<file path="src/rtl/mem_arb_pkg.sv">
// mem_arb_pkg: shared types and default constants for the memory port arbiter.
//   state_e   - arbiter FSM states (IDLE, WAIT, RESP)
//   owner_e   - which requester owns the transaction in flight
//   mem_req_t - selected request fields driven onto the memory port
package mem_arb_pkg;
  typedef enum logic [1:0] {ST_IDLE = 2'd0, ST_WAIT = 2'd1, ST_RESP = 2'd2} state_e;
  typedef enum logic {OWN_IF = 1'b0, OWN_DM = 1'b1} owner_e;

  localparam int DEF_MEM_LAT    = 2;
  localparam int DEF_STREAK_MAX = 3;
  localparam int STREAK_W       = 4;
  localparam int LAT_W          = 3;

  typedef struct packed {
    logic        we;
    logic [31:0] addr;
    logic [31:0] wdata;
  } mem_req_t;
endpackage

</file>
<file path="src/rtl/mem_arb_streak.sv">
// mem_arb_streak: winner selection and data-streak counter.
//   Data wins by default; once STREAK_MAX data grants have gone by while
//   fetch was waiting, fetch wins the next contested sample.
// Ports:
//   clock, reset       - system clock, synchronous active-high reset
//   if_req, dm_req     - raw requests
//   grant              - a grant is being issued at this edge
//   winner             - combinational owner for the grant
module mem_arb_streak
  import mem_arb_pkg::*;
#(
  parameter int STREAK_MAX = DEF_STREAK_MAX
) (
  input  logic   clock,
  input  logic   reset,
  input  logic   if_req,
  input  logic   dm_req,
  input  logic   grant,
  output owner_e winner
);
  localparam logic [STREAK_W-1:0] SMAX = STREAK_W'(STREAK_MAX);

  logic [STREAK_W-1:0] streak_q, streak_d;

  always_comb begin
    winner   = (dm_req && !(if_req && streak_q == SMAX)) ? OWN_DM : OWN_IF;
    streak_d = streak_q;
    // Only data grants that actually starve fetch extend the streak.
    if (grant) streak_d = (winner == OWN_DM && if_req) ? streak_q + 1'b1 : '0;
  end

  always_ff @(posedge clock) begin
    if (reset) streak_q <= '0;
    else       streak_q <= streak_d;
  end
endmodule

</file>
<file path="src/rtl/mem_port_arb.sv">
// mem_port_arb: arbitrates instruction-fetch and data requests onto one
// single-port memory with fixed read latency; one transaction in flight.
// Ports:
//   clock, reset                        - system clock, sync active-high reset
//   if_req/if_addr, if_gnt/if_rvalid/if_rdata
//   dm_req/dm_we/dm_addr/dm_wdata, dm_gnt/dm_rvalid/dm_rdata
//   mem_en/mem_we/mem_addr/mem_wdata, mem_rdata
//   busy                                - state is not IDLE
//   stat_conflicts, stat_if_stalls      - statistics (macro MEM_ARB_STATS_EN,
//                                         tied to 0 when undefined)
// All outputs are registered.
module mem_port_arb
  import mem_arb_pkg::*;
#(
  parameter int MEM_LAT    = DEF_MEM_LAT,
  parameter int STREAK_MAX = DEF_STREAK_MAX
) (
  input  logic        clock,
  input  logic        reset,
  input  logic        if_req,
  input  logic [31:0] if_addr,
  output logic        if_gnt,
  output logic        if_rvalid,
  output logic [31:0] if_rdata,
  input  logic        dm_req,
  input  logic        dm_we,
  input  logic [31:0] dm_addr,
  input  logic [31:0] dm_wdata,
  output logic        dm_gnt,
  output logic        dm_rvalid,
  output logic [31:0] dm_rdata,
  output logic        mem_en,
  output logic        mem_we,
  output logic [31:0] mem_addr,
  output logic [31:0] mem_wdata,
  input  logic [31:0] mem_rdata,
  output logic        busy,
  output logic [15:0] stat_conflicts,
  output logic [15:0] stat_if_stalls
);
  localparam logic [LAT_W-1:0] LAT_INIT = LAT_W'(MEM_LAT);

  state_e            state_q, state_d;
  owner_e            owner_q, owner_d, winner;
  logic              txn_we_q, txn_we_d;
  logic [LAT_W-1:0]  lat_q, lat_d;
  logic              if_gnt_q, if_gnt_d, dm_gnt_q, dm_gnt_d;
  logic              if_rvalid_q, if_rvalid_d, dm_rvalid_q, dm_rvalid_d;
  logic [31:0]       if_rdata_q, if_rdata_d, dm_rdata_q, dm_rdata_d;
  logic              mem_en_q, mem_en_d, mem_we_q, mem_we_d;
  logic [31:0]       mem_addr_q, mem_addr_d, mem_wdata_q, mem_wdata_d;
  logic              busy_q, busy_d;
  logic              grant;
  mem_req_t          sel;

  assign grant = (state_q == ST_IDLE) && (if_req || dm_req);

  mem_arb_streak #(.STREAK_MAX(STREAK_MAX)) u_streak (
    .clock  (clock),
    .reset  (reset),
    .if_req (if_req),
    .dm_req (dm_req),
    .grant  (grant),
    .winner (winner)
  );

  always_comb begin
    sel.we    = 1'b0;
    sel.addr  = if_addr;
    sel.wdata = '0;
    if (winner == OWN_DM) begin
      sel.we    = dm_we;
      sel.addr  = dm_addr;
      sel.wdata = dm_wdata;
    end

    state_d     = state_q;
    owner_d     = owner_q;
    txn_we_d    = txn_we_q;
    lat_d       = lat_q;
    if_gnt_d    = 1'b0;
    dm_gnt_d    = 1'b0;
    if_rvalid_d = 1'b0;
    dm_rvalid_d = 1'b0;
    if_rdata_d  = if_rdata_q;
    dm_rdata_d  = dm_rdata_q;
    mem_en_d    = 1'b0;
    mem_we_d    = 1'b0;
    mem_addr_d  = mem_addr_q;
    mem_wdata_d = mem_wdata_q;

    case (state_q)
      ST_IDLE: begin
        if (grant) begin
          if_gnt_d    = (winner == OWN_IF);
          dm_gnt_d    = (winner == OWN_DM);
          mem_en_d    = 1'b1;
          mem_we_d    = sel.we;
          mem_addr_d  = sel.addr;
          mem_wdata_d = sel.wdata;
          owner_d     = winner;
          txn_we_d    = sel.we;
          lat_d       = LAT_INIT;
          state_d     = ST_WAIT;
        end
      end
      ST_WAIT: begin
        // lat counts the MEM_LAT cycles after the mem_en cycle; at zero the
        // memory output is valid on this edge.
        if (lat_q == '0) begin
          state_d = ST_RESP;
          if (owner_q == OWN_IF) begin
            if_rvalid_d = 1'b1;
            if_rdata_d  = mem_rdata;
          end else begin
            dm_rvalid_d = 1'b1;
            dm_rdata_d  = txn_we_q ? '0 : mem_rdata;
          end
        end else begin
          lat_d = lat_q - 1'b1;
        end
      end
      default: state_d = ST_IDLE;
    endcase

    busy_d = (state_d != ST_IDLE);
  end

  always_ff @(posedge clock) begin
    if (reset) begin
      state_q     <= ST_IDLE;
      owner_q     <= OWN_IF;
      txn_we_q    <= 1'b0;
      lat_q       <= '0;
      if_gnt_q    <= 1'b0;
      dm_gnt_q    <= 1'b0;
      if_rvalid_q <= 1'b0;
      dm_rvalid_q <= 1'b0;
      if_rdata_q  <= '0;
      dm_rdata_q  <= '0;
      mem_en_q    <= 1'b0;
      mem_we_q    <= 1'b0;
      mem_addr_q  <= '0;
      mem_wdata_q <= '0;
      busy_q      <= 1'b0;
    end else begin
      state_q     <= state_d;
      owner_q     <= owner_d;
      txn_we_q    <= txn_we_d;
      lat_q       <= lat_d;
      if_gnt_q    <= if_gnt_d;
      dm_gnt_q    <= dm_gnt_d;
      if_rvalid_q <= if_rvalid_d;
      dm_rvalid_q <= dm_rvalid_d;
      if_rdata_q  <= if_rdata_d;
      dm_rdata_q  <= dm_rdata_d;
      mem_en_q    <= mem_en_d;
      mem_we_q    <= mem_we_d;
      mem_addr_q  <= mem_addr_d;
      mem_wdata_q <= mem_wdata_d;
      busy_q      <= busy_d;
    end
  end

`ifdef MEM_ARB_STATS_EN
  logic [15:0] conf_q, conf_d, stall_q, stall_d;

  always_comb begin
    conf_d  = conf_q;
    stall_d = stall_q;
    if (state_q == ST_IDLE && if_req && dm_req && conf_q != 16'hFFFF)
      conf_d = conf_q + 1'b1;
    if (if_req && !if_gnt_q && stall_q != 16'hFFFF)
      stall_d = stall_q + 1'b1;
  end

  always_ff @(posedge clock) begin
    if (reset) begin
      conf_q  <= '0;
      stall_q <= '0;
    end else begin
      conf_q  <= conf_d;
      stall_q <= stall_d;
    end
  end

  assign stat_conflicts = conf_q;
  assign stat_if_stalls = stall_q;
`else
  assign stat_conflicts = '0;
  assign stat_if_stalls = '0;
`endif

  assign if_gnt    = if_gnt_q;
  assign dm_gnt    = dm_gnt_q;
  assign if_rvalid = if_rvalid_q;
  assign dm_rvalid = dm_rvalid_q;
  assign if_rdata  = if_rdata_q;
  assign dm_rdata  = dm_rdata_q;
  assign mem_en    = mem_en_q;
  assign mem_we    = mem_we_q;
  assign mem_addr  = mem_addr_q;
  assign mem_wdata = mem_wdata_q;
  assign busy      = busy_q;
endmodule

</file>
<file path="config.mk">
export PLATFORM = sky130hd
export DESIGN_NAME = mem_port_arb
export DESIGN_NICKNAME = d
export VERILOG_FILES = /design/src/rtl/mem_arb_pkg.sv /design/src/rtl/mem_arb_streak.sv /design/src/rtl/mem_port_arb.sv
export SDC_FILE = /design/constraint.sdc
export NUM_CORES = 1
export LEC_CHECK = 0
export BUFFER_PORTS_ARGS = -buffer_cell sky130_fd_sc_hd__buf_2
export CAP_MARGIN = 20
export CORE_MARGIN = 5
export CORE_UTILIZATION = 48
export CTS_CLUSTER_SIZE = 24
export DETAILED_ROUTE_END_ITERATION = 8
export GPL_ROUTABILITY_DRIVEN = 1
export PLACE_DENSITY = 0.88
export SYNTH_ARGS = -nofsm -noshare
export SYNTH_HDL_FRONTEND = slang
export SYNTH_SLANG_ARGS = --single-unit
export TNS_END_PERCENT = 100
</file>
<file path="constraint.sdc">
create_clock -name clock -period 3.7 [get_ports clock]
set_clock_uncertainty 0.2 [all_clocks]
set_input_delay 0.37 -clock clock [delete_from_list [all_inputs] [get_ports clock]]
set_output_delay 0.37 -clock clock [all_outputs]
set_load 0.05 [all_outputs]
</file>
Word level (Yosys, flattened, before mapping)
Index checks and enable logic that the tools add are counted.
- register bits: 146
- bits of input ports: 133
- output and inout bits: 167
- add/subtract/negate cells: 2
- equality and inequality tests: 4
- muxes and demuxes: 13
- bitwise operators: 6
- reduce and logical (&&, ||, !) cells: 17
- operator list (cell ; number):
    65-bit two-way mux ; 1
    32-bit two-way mux ; 1
    3-bit AND reduction ; 3
    3-bit two-way mux ; 2
    1-bit inverter ; 6
    3-bit case mux with 2 select lines ; 1
    3-bit OR reduction ; 2
    4-bit by 1-bit adder with 4-bit output, second input constant ; 1
    4-bit by 2-bit == test with 1-bit output, second input constant ; 1
    1-bit logical AND ; 4
    1-bit two-way mux ; 4
    2-bit two-way mux ; 2
    4-bit two-way mux ; 1
    2-bit inequality test, second input constant ; 2
    2-bit case mux with 2 select lines ; 1
    2-bit nonzero test ; 2
    3-bit logical NOT ; 1
    3-bit by 1-bit subtractor with 3-bit output, second input constant ; 1
    2-bit by 1-bit == test with 1-bit output, second input constant ; 1
    2-bit logical NOT ; 1
    2-bit AND reduction ; 1
    2-bit OR reduction ; 1
    1-bit logical NOT ; 1
    1-bit logical OR ; 1

Longest topological paths before layout
- depth in word-level cells: 7
- depth in mapped cells: 8

Hierarchy
Synthesis repeated with hierarchy kept, for this count alone.
- cell total of the unflattened synthesis: 587
- area total of the unflattened synthesis: 6079.6 um^2
- by module, submodules not included (module ; times used ; cells each ; area each (um^2) ; seq. area each (um^2)):
    mem_port_arb ; 1 ; 564 ; 5828.1 ; 2842.7
    mem_arb_streak ; 1 ; 23 ; 251.5 ; 80.1

Least setup slack after synthesis
OpenSTA, ideal clock, no wires.
- kind: reg2reg
- start point: register u_streak.streak_q[0]
- end point: register mem_wdata_q[10] (netlist: mem_wdata[10])
- arrival time: 1.667 ns
- setup slack: 1.773 ns
- cell stages (with the launch flop): 8
- path buffers: 2
- period minus slack after synthesis: 1.927 ns
- cells stage by stage: dfxtp_1 -> ha_1 -> nor3b_1 -> a21bo_1 -> buf_6 -> nor4_4 -> buf_6 -> a22o_1
- longest elaborated chain between the ends: 6
- RTL lines (what ; line ; RTL):
    start, declared ; mem_arb_streak.sv:23 ; logic [STREAK_W-1:0] streak_q, streak_d;
    start signal, assigned ; mem_arb_streak.sv:34 ; else streak_q <= streak_d;
    4-bit by 2-bit == test with 1-bit output ; mem_arb_streak.sv:26 ; winner = (dm_req && !(if_req && streak_q == SMAX)) ? OWN_DM : OWN_IF;
    1-bit logical AND ; mem_arb_streak.sv:26 ;
    1-bit logical NOT ; mem_arb_streak.sv:26 ;
    1-bit logical AND ; mem_arb_streak.sv:26 ;
    1-bit two-way mux ; mem_arb_streak.sv:26 ;
    65-bit two-way mux ; mem_port_arb.sv:71 ; if (winner == OWN_DM) begin
    end signal, assigned ; mem_port_arb.sv:160 ; mem_wdata_q <= mem_wdata_d;
    end, declared ; mem_port_arb.sv:51 ; logic [31:0] mem_addr_q, mem_addr_d, mem_wdata_q, mem_wdata_d;
Every way passes these cells.
A chain may end at the register's enable or synchronous reset.

Worst setup path in the final report
- start point: register u_streak.streak_q[0]
- end point: register mem_addr_q[7] (netlist: mem_addr[7])
- longest elaborated chain between the ends: 6
- RTL lines (what ; line ; RTL):
    4-bit by 2-bit == test with 1-bit output ; mem_arb_streak.sv:26 ;
    1-bit logical AND ; mem_arb_streak.sv:26 ;
    1-bit logical NOT ; mem_arb_streak.sv:26 ;
    1-bit logical AND ; mem_arb_streak.sv:26 ;
    1-bit two-way mux ; mem_arb_streak.sv:26 ;
    65-bit two-way mux ; mem_port_arb.sv:71 ;
    end signal, assigned ; mem_port_arb.sv:159 ; mem_addr_q <= mem_addr_d;
    end, declared ; mem_port_arb.sv:51 ;
Every way passes these cells.

==> flow_summary_export.csv <==
group,metric,value,unit
sta,fin_setup_tns,0,ps
synth,syn_inst,601,
sta,post-route-min-period,2460,ps
worst_setup_path,crit_chain,"ha_1, nor3b_1, a21bo_2, buf_4, mux2i_1, o21ai_0",
power_and_ir_drop,power_density,617,nW/um2
cts,cts.htree.levels,4,
cts,cts.sinks,146,
cells_and_area,syn2layout_area_growth,47.2,%
cells_and_area,fin_nets,1044,
synth,synth.cell_area,5550,um2
synth,ys_seq_area_share,52.6,%
worst_setup_path,startpoint_type,"flop",
worst_setup_path,crit_start,"u_streak.streak_q[0]$_SDFFE_PP0P_",
floorplanning,die_w,118,um
worst_hold_path,min_path_type,"input pin to flop",
cts,cts-resized-gates,0,
global_routing,grt_pass1_vias,5572,
sta,setup_slack,1240,ps
worst_setup_path,cp-endpoint,"mem_addr[7]$_SDFFE_PP0N_",
cts,insertion_delay,420,ps
sta,max_freq,0.407,GHz
sta,finalHoldViolCount,0,
cts,clk_transition_reported_paths,60,ps
cts,cts_tree,"built",
synth,synth_edf_count,0,
synth,yosysWarnings,0,
global_routing,grt_max_degree,69,
cells_and_area,drive_gt1_share,33.7,%
route,met2_length,9.42,mm
route,viasPerCell,5.26,
synth,ys_ff_latch,146,
cts,cts_root_buffer,"clkbuf_16",
synth,synth.distinct_cells,35,
floorplanning,die_y,118,um
route,vias,5604,
sta,rsz0062_at_grt,"false",
global_routing,grt_pass1_wl,29.5,mm
power_and_ir_drop,leakagePower,3.89,nW
route,drtPass1Iterations,5,
global_routing,gr-total-overflow,0,
cts,clockBufferDepth,2,
floorplanning,start_util,48.9,%
sta,slew_headroom,35.2,%
cells_and_area,nFillCells,762,
route,top_layer_used,"met4",
cts,numCtsBuffers,17,
synth,avgSynthCellArea,9.24,um2
worst_setup_path,worstReg2RegEnd,"mem_addr[7]$_SDFFE_PP0N_",
route,drtAntennaViolNets,0,
worst_setup_path,r2r-start,"u_streak.streak_q[0]$_SDFFE_PP0P_",
worst_hold_path,worst_hold_startpoint,"mem_rdata[4]",
sta,slew_viol_final,0,
floorplanning,pin_count,300,
worst_setup_path,max_stage_delay,470,ps
route,drc,0,
worst_setup_path,critical_path_peak_fanout,33,
route,drt_iter0_drc,528,
power_and_ir_drop,peakVddDrop,0.467,mV
route,met1Wirelength,6.90,mm
placed_design,pre_cts_slack,1370,ps
placed_design,gp_congestion,0.798,
sta,min_period_over_period,66.5,%
cts,cts_hold_buf,56,
cells_and_area,finalNonFillerCells,1065,
floorplanning,dieArea,13800,um2
sta,worst_pin_slew,970,ps
global_routing,antenna_found_initial,1,
worst_setup_path,crit_arrival,2550,ps
outcome,status,"finished, final reports clean",
worst_setup_path,worstSetupPathType,"flop to flop",
floorplanning,fp.coreArea,11400,um2
placed_design,dp_hpwl,11.7,mm
sta,setup_viol,0,
cells_and_area,utilization,71.9,%
placed_design,portBuffers,267,
worst_setup_path,worstSetupEndpointType,"flop",
route,wl_met3,1.60,mm
placed_design,dp.cells,974,
synth,synth-main-ff-cell,"dfxtp_1",
cts,post_cts_buffers,0,
global_routing,track_usage,26.2,%
flow_run,maxCapViolations,0,
synth,synthArstFlopShare,0,%
worst_setup_path,crit_required,3790,ps
route,drt-total-wl,18.9,mm
worst_setup_path,crit_path_top_delay_cell,"buf_4",
worst_setup_path,r2r_setup_slack,1240,ps
worst_setup_path,reg2reg_depth,6,
route,post_drt_wl_per_cell,17.7,um
floorplanning,num_rows,39,
==> flip-flops by register name, summed over array words and instances (netlist names), 2 cells and up <==
register / count
dm_rdata: 32
if_rdata: 32
lat_q: 3
mem_addr: 32
mem_wdata: 32
state_q: 2
u_streak.streak_q: 4
==> layout by cell type (no fill, tap or decap), types with 7 or more instances in the layout <==
cell type | netlist | final
a22o_1 | 33 | 33
nand2_1 | 133 | 133
buf_4 | 35 | 7
conb_1 | 1 | 32
clkbuf_16 | 0 | 17
o21ai_1 | 11 | 11
bufinv_16 | 0 | 9
dfxtp_1 | 146 | 146
mux2i_1 | 32 | 32
dlygate4sd3_1 | 0 | 56
buf_2 | 11 | 267
o21ai_0 | 24 | 24
nand3b_1 | 32 | 32
a21oi_1 | 71 | 70
==> stage by stage <==
| stage | hold slack (ps) | total power [mW] | cell area, um2 |
|---|---|---|---|
| finish | 22.9 | 5.04 | 8180 |
| global route | 9.89 | 5.21 | 8180 |
| CTS | 1.27 | 5.02 | 8120 |
| detailed placement | 237 | 2.81 | 6800 |
| global placement | 229 | 2.79 | 6800 |
| floorplan | 244 | 2.57 | 5670 |
==> metal layers <==
layer	global-route usage, %	vias up
met4	15.2	0
li1	-	2604
met2	44.4	326
met5	0	-
met3	7.78	66
met1	29.1	2608
==> final cells by class <==
cell class | count | area (um2) | share of cell area, %
well taps | 143 | 179 | 2.19
clock buffers | 23 | 488 | 5.97
repair buffers | 332 | 2000 | 24.5
diodes | 1 | 2.50 | 0.0306
inverters | 5 | 18.8 | 0.230
clock inverters | 9 | 270 | 3.31
multi-input cells | 406 | 2290 | 28.0
flip-flops and latches | 146 | 2920 | 35.8
==> where the power goes <==
part | internal (mW) | switching (mW) | total [mW] | leakage, nW
sequential | 1.70 | 0.0816 | 1.78 | 1.19
clock | 1.54 | 0.629 | 2.17 | 0.368
combinational | 0.297 | 0.793 | 1.09 | 2.33
total | 3.54 | 1.50 | 5.04 | 3.89
==> cell families (layout without fill, tap and decap cells) <==
kind of cell	count (synthesis)	in the layout	synth area share [%]
AOI/OAI and AO/OA	144	144	15.5
xor gates and xnor gates	1	1	0.158
adders and majority gates	3	3	0.676
buffers and inverters	80	369	8.56
DFF	146	146	52.6
muxes	32	32	5.77
other	1	33	0.0675
and+or+nand+nor	194	194	16.6
==> worst min-delay path by stage <==
stage                                     end  slack, ps  cells past startpoint
floorplan               lat_q[0]$_SDFFE_PP0P_        240                      2
global placement    mem_addr[12]$_SDFFE_PP0N_        230                      2
detailed placement  mem_addr[17]$_SDFFE_PP0N_        240                      2
CTS                 mem_addr[27]$_SDFFE_PP0N_          1                      3
global route        if_rdata[29]$_SDFFE_PP0P_         10                      3
finish               if_rdata[4]$_SDFFE_PP0P_         20                      3
==> synthesized netlist by cell type, types with 2 or more instances <==
library cell / instances / area [um2]
and2_1: 2 / 12.5
nor2_1: 3 / 11.3
nand3_1: 5 / 25.0
ha_1: 3 / 37.5
o21ai_1: 11 / 55.1
inv_1: 5 / 18.8
buf_2: 11 / 55.1
mux2i_1: 32 / 320
nor2b_1: 3 / 18.8
buf_4: 35 / 263
buf_6: 4 / 45.0
a22o_1: 33 / 289
a21oi_1: 71 / 355
nor3_1: 5 / 25.0
nand3b_1: 32 / 240
nand2_1: 133 / 499
clkbuf_1: 24 / 90.1
dfxtp_1: 146 / 2920
o21ai_0: 24 / 120
nand2b_1: 4 / 25.0
==> critical path: cells and delay by family, from the launching register on <==
family	cells	cell delay (ps)
flops	1	380
compound gates	2	350
buf+inv	1	470
fa+ha+maj	1	230
mux	1	350
simple gates	1	290
Power figures use the tool's default switching activity.
